--- src/rtl/bc_sched_pkg.sv ---
// Shared encodings and helpers for the bus-connect scheduler.
package bc_sched_pkg;

    localparam int BC_ADDR_W = 4;

    // DRR source select codes
    localparam logic [1:0] DRR_DG   = 2'b00;
    localparam logic [1:0] DRR_PS   = 2'b01;
    localparam logic [1:0] DRR_XB   = 2'b10;
    localparam logic [1:0] DRR_NONE = 2'b11;

    // DI source select codes (bit 2 is reserved and always zero)
    localparam logic [2:0] DI_DM   = 3'b000;
    localparam logic [2:0] DI_PDR  = 3'b001;
    localparam logic [2:0] DI_IMM  = 3'b010;
    localparam logic [2:0] DI_NONE = 3'b011;

    // Round-robin pointer positions
    typedef enum logic [1:0] {
        RR_DG = 2'd0,
        RR_PS = 2'd1,
        RR_XB = 2'd2
    } rr_src_e;

    // Next position in the DG -> PS -> XB -> DG rotation
    function automatic logic [1:0] rr_next(input logic [1:0] p);
        logic [1:0] n;
        case (p)
            2'd0:    n = 2'd1;
            2'd1:    n = 2'd2;
            default: n = 2'd0;
        endcase
        return n;
    endfunction

endpackage

--- src/rtl/bc_rr_arb3.sv ---
// Three-way round-robin arbiter: search starts at i_ptr, one-hot grant out.
module bc_rr_arb3
    import bc_sched_pkg::*;
(
    input  logic [2:0] i_req,
    input  logic [1:0] i_ptr,
    input  logic       i_en,
    output logic [2:0] o_gnt,
    output logic [1:0] o_nxt_ptr
);

    // Request bit at a rotation position (invalid positions never request)
    function automatic logic req_at(input logic [2:0] r, input logic [1:0] p);
        logic v;
        case (p)
            2'd0:    v = r[0];
            2'd1:    v = r[1];
            2'd2:    v = r[2];
            default: v = 1'b0;
        endcase
        return v;
    endfunction

    // One-hot vector for a rotation position
    function automatic logic [2:0] onehot(input logic [1:0] p);
        logic [2:0] v;
        case (p)
            2'd0:    v = 3'b001;
            2'd1:    v = 3'b010;
            2'd2:    v = 3'b100;
            default: v = 3'b000;
        endcase
        return v;
    endfunction

    logic [1:0] w_idx;
    logic       w_found;

    // Walk the rotation from the pointer and grant the first requester
    always_comb begin
        o_gnt     = 3'b000;
        o_nxt_ptr = i_ptr;
        w_found   = 1'b0;
        w_idx     = i_ptr;
        for (int k = 0; k < 3; k++) begin
            if (i_en && !w_found && req_at(i_req, w_idx)) begin
                o_gnt     = onehot(w_idx);
                o_nxt_ptr = rr_next(w_idx);
                w_found   = 1'b1;
            end else begin
                w_found   = w_found;
            end
            w_idx = rr_next(w_idx);
        end
    end

endmodule

--- src/rtl/bc_sched.sv ---
// Bus-connect scheduler: round-robin DRR path with a one-cycle pipeline
// slot, plus a DI path shared by DM loads, immediates and the DRR slot.
module bc_sched
    import bc_sched_pkg::*;
#(
    parameter int ADDR_W     = BC_ADDR_W,
    parameter int STARVE_MAX = 3
) (
    input  logic              clk_dcd,
    input  logic              reset,
    input  logic              dg_bc_req,
    input  logic [ADDR_W-1:0] dg_bc_wa,
    input  logic              ps_bc_req,
    input  logic [ADDR_W-1:0] ps_bc_wa,
    input  logic              xb_bc_req,
    input  logic [ADDR_W-1:0] xb_bc_wa,
    input  logic              dm_bc_req,
    input  logic [ADDR_W-1:0] dm_bc_wa,
    input  logic              ps_bc_imm_req,
    input  logic [ADDR_W-1:0] ps_bc_imm_wa,
    output logic              bc_dg_gnt,
    output logic              bc_ps_gnt,
    output logic              bc_xb_gnt,
    output logic              bc_dm_gnt,
    output logic              bc_imm_gnt,
    output logic [1:0]        ps_bc_drr_sclt,
    output logic [2:0]        ps_bc_di_sclt,
    output logic              bc_rf_we,
    output logic [ADDR_W-1:0] bc_rf_wa,
    output logic              bc_busy
);

    localparam int SW = $clog2(STARVE_MAX) + 1;

    logic              r_s2_vld;
    logic [ADDR_W-1:0] r_s2_wa;
    logic [1:0]        r_rr_ptr;
    logic [SW-1:0]     r_starve_cnt;
    logic              r_di_wait;

    logic [2:0]        w_drr_gnt;
    logic [1:0]        w_nxt_ptr;
    logic              w_drr_en;
    logic [ADDR_W-1:0] w_drr_wa;
    logic              w_dm_gnt;
    logic              w_imm_gnt;
    logic              w_di_denied;

    // Holding DRR off after a DI denial keeps the next DI slot free of the pipeline
    assign w_drr_en = !reset && !(r_di_wait && (dm_bc_req || ps_bc_imm_req));

    bc_rr_arb3 u_arb (
        .i_req     ({xb_bc_req, ps_bc_req, dg_bc_req}),
        .i_ptr     (r_rr_ptr),
        .i_en      (w_drr_en),
        .o_gnt     (w_drr_gnt),
        .o_nxt_ptr (w_nxt_ptr)
    );

    assign bc_dg_gnt  = w_drr_gnt[0];
    assign bc_ps_gnt  = w_drr_gnt[1];
    assign bc_xb_gnt  = w_drr_gnt[2];
    assign bc_dm_gnt  = w_dm_gnt;
    assign bc_imm_gnt = w_imm_gnt;
    assign bc_busy    = reset ? 1'b0 : r_s2_vld;

    assign w_di_denied = (dm_bc_req && !w_dm_gnt) || (ps_bc_imm_req && !w_imm_gnt);

    // DRR select code and destination address of the granted source
    always_comb begin
        ps_bc_drr_sclt = DRR_NONE;
        w_drr_wa       = {ADDR_W{1'b0}};
        case (w_drr_gnt)
            3'b001: begin ps_bc_drr_sclt = DRR_DG; w_drr_wa = dg_bc_wa; end
            3'b010: begin ps_bc_drr_sclt = DRR_PS; w_drr_wa = ps_bc_wa; end
            3'b100: begin ps_bc_drr_sclt = DRR_XB; w_drr_wa = xb_bc_wa; end
            default: begin ps_bc_drr_sclt = DRR_NONE; w_drr_wa = {ADDR_W{1'b0}}; end
        endcase
    end

    // DI path: pipelined slot first, then DM over IMM unless IMM is starving
    always_comb begin
        ps_bc_di_sclt = DI_NONE;
        bc_rf_we      = 1'b0;
        bc_rf_wa      = {ADDR_W{1'b0}};
        w_dm_gnt      = 1'b0;
        w_imm_gnt     = 1'b0;
        if (reset) begin
            ps_bc_di_sclt = DI_NONE;
        end else if (r_s2_vld) begin
            ps_bc_di_sclt = DI_PDR;
            bc_rf_we      = 1'b1;
            bc_rf_wa      = r_s2_wa;
        end else if (dm_bc_req && (!ps_bc_imm_req || (r_starve_cnt < SW'(STARVE_MAX)))) begin
            ps_bc_di_sclt = DI_DM;
            bc_rf_we      = 1'b1;
            bc_rf_wa      = dm_bc_wa;
            w_dm_gnt      = 1'b1;
        end else if (ps_bc_imm_req) begin
            ps_bc_di_sclt = DI_IMM;
            bc_rf_we      = 1'b1;
            bc_rf_wa      = ps_bc_imm_wa;
            w_imm_gnt     = 1'b1;
        end else begin
            ps_bc_di_sclt = DI_NONE;
        end
    end

    // Stage-2 slot, rotation pointer, starvation counter and DI-denied flag
    always_ff @(posedge clk_dcd) begin
        if (reset) begin
            r_s2_vld     <= 1'b0;
            r_s2_wa      <= {ADDR_W{1'b0}};
            r_rr_ptr     <= RR_DG;
            r_starve_cnt <= {SW{1'b0}};
            r_di_wait    <= 1'b0;
        end else begin
            r_s2_vld  <= |w_drr_gnt;
            r_di_wait <= w_di_denied;
            if (|w_drr_gnt) begin
                r_s2_wa  <= w_drr_wa;
                r_rr_ptr <= w_nxt_ptr;
            end else begin
                r_s2_wa  <= r_s2_wa;
                r_rr_ptr <= r_rr_ptr;
            end
            if (ps_bc_imm_req && !w_imm_gnt) begin
                if (r_starve_cnt >= SW'(STARVE_MAX)) begin
                    r_starve_cnt <= r_starve_cnt;
                end else begin
                    r_starve_cnt <= r_starve_cnt + SW'(1);
                end
            end else begin
                r_starve_cnt <= {SW{1'b0}};
            end
        end
    end

endmodule
--- config.mk ---
export PLATFORM = sky130hd
export DESIGN_NAME = bc_sched
export DESIGN_NICKNAME = d
export VERILOG_FILES = /design/src/rtl/bc_sched_pkg.sv /design/src/rtl/bc_rr_arb3.sv /design/src/rtl/bc_sched.sv
export SDC_FILE = /design/constraint.sdc
export NUM_CORES = 1
export LEC_CHECK = 0
export BUFFER_PORTS_ARGS = -buffer_cell sky130_fd_sc_hd__clkbuf_2
export CAP_MARGIN = 20
export CORE_MARGIN = 2
export CORE_UTILIZATION = 32
export CTS_CLUSTER_SIZE = 25
export DETAILED_ROUTE_END_ITERATION = 16
export GPL_ROUTABILITY_DRIVEN = 0
export PLACE_DENSITY_LB_ADDON = 0.2
export SYNTH_ARGS = -nofsm -noshare
export SYNTH_HDL_FRONTEND = slang
export SYNTH_SLANG_ARGS = --single-unit
--- constraint.sdc ---
create_clock -name clk_dcd -period 2.7 [get_ports clk_dcd]
set_clock_uncertainty 0.1 [all_clocks]
set_input_delay 0.54 -clock clk_dcd [delete_from_list [all_inputs] [get_ports clk_dcd]]
set_output_delay 0.54 -clock clk_dcd [all_outputs]
set_load 0.1 [all_outputs]
==> results of run 1 <==
[cell usage after synthesis, types with 3 or more instances]
| cell type | n |
|---|---|
| a21oi_1 | 7 |
| a221oi_1 | 4 |
| a32oi_1 | 4 |
| dfxtp_1 | 11 |
| inv_1 | 9 |
| nand2_1 | 7 |
| nor2_1 | 8 |
| nor2b_1 | 5 |
| nor3_1 | 7 |
| o21ai_0 | 3 |
| o221ai_1 | 4 |
[worst max-delay path, stage by stage (launching register included)]
cell and delay, ns:
dfxtp_1 0.43, a21oi_1 0.13, a21oi_1 0.31, a221oi_1 0.15, nor3_2 0.19, buf_2 0.45
[path summary, 6_finish.rpt]
kind | to | slack [ns]
min | r_s2_wa[1] | 0.37
min reg2reg | r_s2_wa[1] | 0.37
max | bc_rf_wa[2] | 0.12
max reg2reg | r_rr_ptr[0] | 1.08
[state kept, by name (all words and copies together), names as in the netlist]
signal and count:
r_s2_vld 1, r_starve_cnt 3, r_rr_ptr 2, r_di_wait 1, r_s2_wa 4
[placed cells by master (no fill, tap or decap), types with 5 or more instances in the layout]
cell type / count
inv_1: 9
nor2_1: 6
a21oi_1: 7
nand2_1: 7
buf_4: 6
nor2b_1: 5
buf_12: 6
clkbuf_2: 30
dfxtp_1: 11
[logic make-up (layout without fill, tap and decap cells)]
group	Yosys count	after routing	share of synthesized area
buffers and inverters	13	58	0.0706
and+or+nand+nor	39	39	0.272
other	1	1	0.00471
DFF	11	11	0.276
adders and majority gates	2	2	0.0314
AOI/OAI and AO/OA	36	36	0.345
[metal layers]
layer | share of wire | routed length, µm | GRT usage | vias up
met5 | 0 | 0 | 0 | -
li1 | - | - | - | 472
met1 | 0.44 | 954 | 0.201 | 464
met2 | 0.52 | 1140 | 0.289 | 20
met3 | 0.036 | 79 | 0.0500 | 2
met4 | 0.0059 | 13 | 0.0385 | 0
[power groups by stage]
stage	sequential, mW	combinational [mW]	clock (mW)
after floorplan	0.185	0.208	0
after global placement	0.191	0.283	0
after detailed placement	0.192	0.286	0
after CTS	0.188	0.286	0.117
after global routing	0.190	0.302	0.126
final	0.188	0.285	0.112
[layout make-up]
type                            count  area [µm²]
Fill cell                         228        1190
Tap cell                           30        37.5
Sequential cell                    11         220
Inverter                            9        33.8
Timing Repair Buffer               45         333
Clock buffer                        4        26.3
Multi-Input combinational cell     78         567
==> results.json, run 1 <==
{
  "synthCells": 102,
  "r2r-start": "r_rr_ptr[0]",
  "synth_area_leaders": "dfxtp_1 (28%), a21oi_1 (4.4%), a221oi_1 (4.4%)",
  "cts_sinks": 11,
  "drc_errors": 0,
  "wl_mm": 2.19,
  "relSlewSlack": 0.637,
  "core_area_mm2": 0.00241,
  "rows": 18,
  "stdcell_area_mm2": 0.00122,
  "seq_power_share": 0.321,
  "syn_avg_cell_area_um2": 7.81,
  "drive_gt1_frac": 0.442,
  "insertion_delay_ns": 0.27,
  "synth_area_leader_cell": "dfxtp_1",
  "crit_required_ns": 2.06,
  "ir_drop_mv": 0.307,
  "final-setup-viol-count": 0,
  "crit_path_end_kind": "output pin",
  "grt_pass1_vias": 850,
  "numPortBuffers": 41,
  "dpl_worst_slack_ns": 0.183,
  "fin_hold_ws_ns": 0.371,
  "switching_power_uw": 265,
  "hold_violations": 0,
  "grt_max_degree": 16,
  "antenna_found_initial": 0,
  "dr.pass1.iters": 4,
  "setup_slack_ns": 0.124,
  "nets": 177,
  "yosysTopAreaCellShare": 0.276,
  "dp_hpwl_mm": 1.80,
  "die_area_mm2": 0.00291,
  "critical_path.startpoint": "r_starve_cnt[0]",
  "vias": 958,
  "clk_pin_slew_ns": 0.07,
  "start_util": 0.331,
  "grt_pass1_wl_mm": 3.54,
  "clock_power_share": 0.192,
  "cts-buffers-inserted": 3,
  "worst-setup-path-type": "reg2out",
  "yosys_warnings": 0,
  "die_h_um": 53.9,
  "postCtsResizedCells": 0,
  "drtAntennaViolNets": 0,
  "p_total_uw": 586,
  "tritoncts": "yes",
  "utilization": 0.505,
  "slew_viol_final": 0,
  "fmax_ghz": 0.388,
  "hold_buffers": 0,
  "fin_tns_setup_ns": 0,
  "intPower_uw": 322,
  "synthArstFlopShare": 0,
  "pwr-share-comb": 0.487,
  "status": "complete, no violations",
  "clock-root-buffer": "clkbuf_4",
  "worst_pin_slew_ns": 0.543,
  "antenna_cells": 0,
  "area_growth_syn_to_layout_pct": 52.7,
  "hold_path_class": "reg2reg",
  "synth_nets": 131,
  "h-tree-depth": 1,
  "seq_area_frac_synth": 0.276,
  "period_minus_slack_ns": 2.58,
  "crit_arrival_ns": 1.94,
  "stdcell_count": 177,
  "overflow": 0,
  "synth_edf_count": 0,
  "start_kind": "flip-flop",
  "syn-cell-area_um2": 797,
  "drt-wirelength-per-cell_um": 12.4,
  "viasPerCell": 5.41,
  "ys_seq_elements": 11,
  "dpl-instance-area_mm2": 0.00119,
  "power.share.switching": 0.451,
  "cts_setup_buffers": 0,
  "drv_cap": 0,
  "dp.cells": 173,
  "ff2ff_path_depth": 5,
  "synth_flop_cell": "dfxtp_1",
  "die_w_um": 53.9,
  "grt_usage": 0.167,
  "fin_crit_sh": 0.954,
  "rsz0062_at_grt": "no",
  "worstPathMaxFanout": 6,
  "clockBufferDepth": 2,
  "leakage_nw": 0.551,
  "io-pin-count": 43,
  "holdPathStages": 2,
  "hold_path.startpoint": "r_s2_wa[1]",
  "drt_iter0_drc": 10,
  "power_density_mw_per_mm2": 481,
  "yosysUniqueCellTypes": 37
}
No activity file was read; power rests on OpenSTA's default activity.
==> run 2, diff against run 1 <==
--- a/config.mk
+++ b/config.mk
@@ -7,6 +7,8 @@
 export LEC_CHECK = 0
 export BUFFER_PORTS_ARGS = -buffer_cell sky130_fd_sc_hd__clkbuf_2
 export CAP_MARGIN = 20
+export CELL_PAD_IN_SITES_DETAIL_PLACEMENT = 1
+export CELL_PAD_IN_SITES_GLOBAL_PLACEMENT = 1
 export CORE_MARGIN = 2
 export CORE_UTILIZATION = 32
 export CTS_CLUSTER_SIZE = 25
==> run 2 against run 1 <==
  * Final area rose by 2.5%
  * Sequential power about the same
  * Largest cell class unchanged
  * Combinational power increased by 5%
  * Highest routed layer unchanged
  * Register-to-register slack worse by 0.08 ns
  * Critical path depth increased by 1
  * Cell count stayed put
  * Global-route usage rose by 3.7 points
==> results.json, run 2 (synthesis results as in run 1) <==
{
  "insertion_delay_ns": 0.27,
  "drc_errors": 0,
  "holdPathStages": 2,
  "period_minus_slack_ns": 2.54,
  "io-pin-count": 43,
  "start_kind": "flip-flop",
  "intPower_uw": 329,
  "ir_drop_mv": 0.277,
  "overflow": 0,
  "worstPathMaxFanout": 6,
  "grt_pass1_wl_mm": 4.32,
  "dr.pass1.iters": 4,
  "leakage_nw": 0.559,
  "grt_usage": 0.204,
  "fin_crit_sh": 0.941,
  "drt_iter0_drc": 10,
  "setup_slack_ns": 0.160,
  "mostFrequentLayoutCells": "clkbuf_2 (30), dfxtp_1 (11), inv_1 (9)",
  "power_density_mw_per_mm2": 489,
  "final_common_cell": "clkbuf_2",
  "viasPerCell": 5.37,
  "dpl_worst_slack_ns": 0.113,
  "hold_path_class": "reg2reg",
  "grt_max_degree": 16,
  "clockBufferDepth": 2,
  "cts_setup_buffers": 0,
  "rsz0062_at_grt": "no",
  "cts_sinks": 11,
  "min_to": "r_s2_wa[1]",
  "max_stage_delay_ns": 0.45,
  "stdcell_count": 177,
  "vias": 950,
  "grt_pass1_vias": 965,
  "crit_arrival_ns": 1.90,
  "dpl-instance-area_mm2": 0.00122,
  "worstReg2RegEnd": "r_rr_ptr[0]",
  "clock_power_share": 0.198,
  "die_w_um": 53.9,
  "clk_pin_slew_ns": 0.08,
  "worst-setup-path-type": "reg2out",
  "wl_mm": 2.73,
  "switching_power_uw": 281,
  "power.share.switching": 0.460,
  "final-setup-viol-count": 0,
  "numPortBuffers": 41,
  "die_area_mm2": 0.00291,
  "hold_path.startpoint": "r_s2_wa[1]",
  "stdcell_area_mm2": 0.00125,
  "hold_violations": 0,
  "drive_gt1_frac": 0.442,
  "crit_path_end_kind": "output pin",
  "relSlewSlack": 0.621,
  "drv_cap": 0,
  "pwr-share-comb": 0.491,
  "nets": 177,
  "rows": 18,
  "slew_viol_final": 0,
  "r2r-start": "r_rr_ptr[0]",
  "dp_hpwl_mm": 2.20,
  "clock-root-buffer": "clkbuf_4",
  "seq_power_share": 0.310,
  "antenna_cells": 0,
  "h-tree-depth": 1,
  "postCtsResizedCells": 0,
  "hold_buffers": 0,
  "largest_register_ff_count": 4,
  "crit_chain": "and3b_1, a211oi_1, nand3_1, inv_1, nor2_4, buf_12",
  "fmax_ghz": 0.394,
  "utilization": 0.518,
  "max_flop_register": "r_s2_wa",
  "crit_required_ns": 2.06,
  "status": "complete, no violations",
  "slowest_stage": "dfxtp_1",
  "reg_top3": "r_s2_wa (4), r_starve_cnt (3), r_rr_ptr (2)",
  "start_util": 0.331,
  "antenna_found_initial": 0,
  "drtAntennaViolNets": 0,
  "area_growth_syn_to_layout_pct": 56.5,
  "r2r_setup_slack_ns": 1.00,
  "worst_pin_slew_ns": 0.568,
  "tritoncts": "yes",
  "cts-buffers-inserted": 3,
  "ff2ff_path_depth": 5,
  "fin_hold_ws_ns": 0.392,
  "drt-wirelength-per-cell_um": 15.4,
  "die_h_um": 53.9,
  "dp.cells": 173,
  "core_area_mm2": 0.00241
}
-- run 2: changes by cell type in the layout (fill, tap and decap cells not counted) --
cell and delta:
buf_12 +2, buf_2 -2
-- run 2: routing by layer --
layer | wire [µm] | vias up | global-route usage
met5 | 0 | - | 0
met4 | 27 | 0 | 0.0769
met3 | 76 | 4 | 0.0278
met2 | 1360 | 17 | 0.346
met1 | 1260 | 460 | 0.261
li1 | - | 469 | -
-- run 2: layout make-up --
type,count,area (µm²)
Multi-Input combinational cell,78,567
Timing Repair Buffer,45,363
Sequential cell,11,220
Tap cell,30,37.5
Inverter,9,33.8
Clock buffer,4,26.3
Fill cell,294,1160
-- run 2: through the flow --
stage                     TNS [ns]  power (mW)
after floorplan              -1.35       0.392
after global placement           0       0.486
after detailed placement         0       0.492
after CTS                        0       0.611
after global routing             0       0.636
final                            0       0.610
-- run 2: worst max-delay path, delay by kind of cell (launching register included) --
| family | cells | cell delay [ns] |
|---|---|---|
| buffers and inverters | 2 | 0.40 |
| AND/OR/NAND/NOR | 3 | 0.51 |
| AO/OA/AOI/OAI | 1 | 0.25 |
| flip-flops | 1 | 0.45 |
-- run 2: worst max path at each step --
| stage | from | endpoint | slack, ns | cells after the start |
|---|---|---|---|---|
| 2_1_floorplan | reset | bc_imm_gnt | -0.49 | 2 |
| 3_3_place_gp | ps_bc_imm_req | bc_rf_wa[3] | 0.20 | 6 |
| 3_5_place_dp | ps_bc_imm_req | bc_rf_wa[3] | 0.11 | 6 |
| 4_1_cts | r_starve_cnt[0] | bc_rf_wa[3] | 0.03 | 5 |
| 5_1_grt | r_rr_ptr[0] | ps_bc_drr_sclt[1] | 0.01 | 6 |
| 6_report | r_rr_ptr[0] | ps_bc_drr_sclt[1] | 0.16 | 6 |
-- run 2: power by group through the flow --
stage / Combinational [mW] / Clock, mW / Sequential, mW
after floorplan: 0.208 / 0 / 0.185
after global placement: 0.294 / 0 / 0.192
after detailed placement: 0.300 / 0 / 0.193
after CTS: 0.300 / 0.122 / 0.189
after global routing: 0.315 / 0.130 / 0.191
final: 0.300 / 0.121 / 0.189
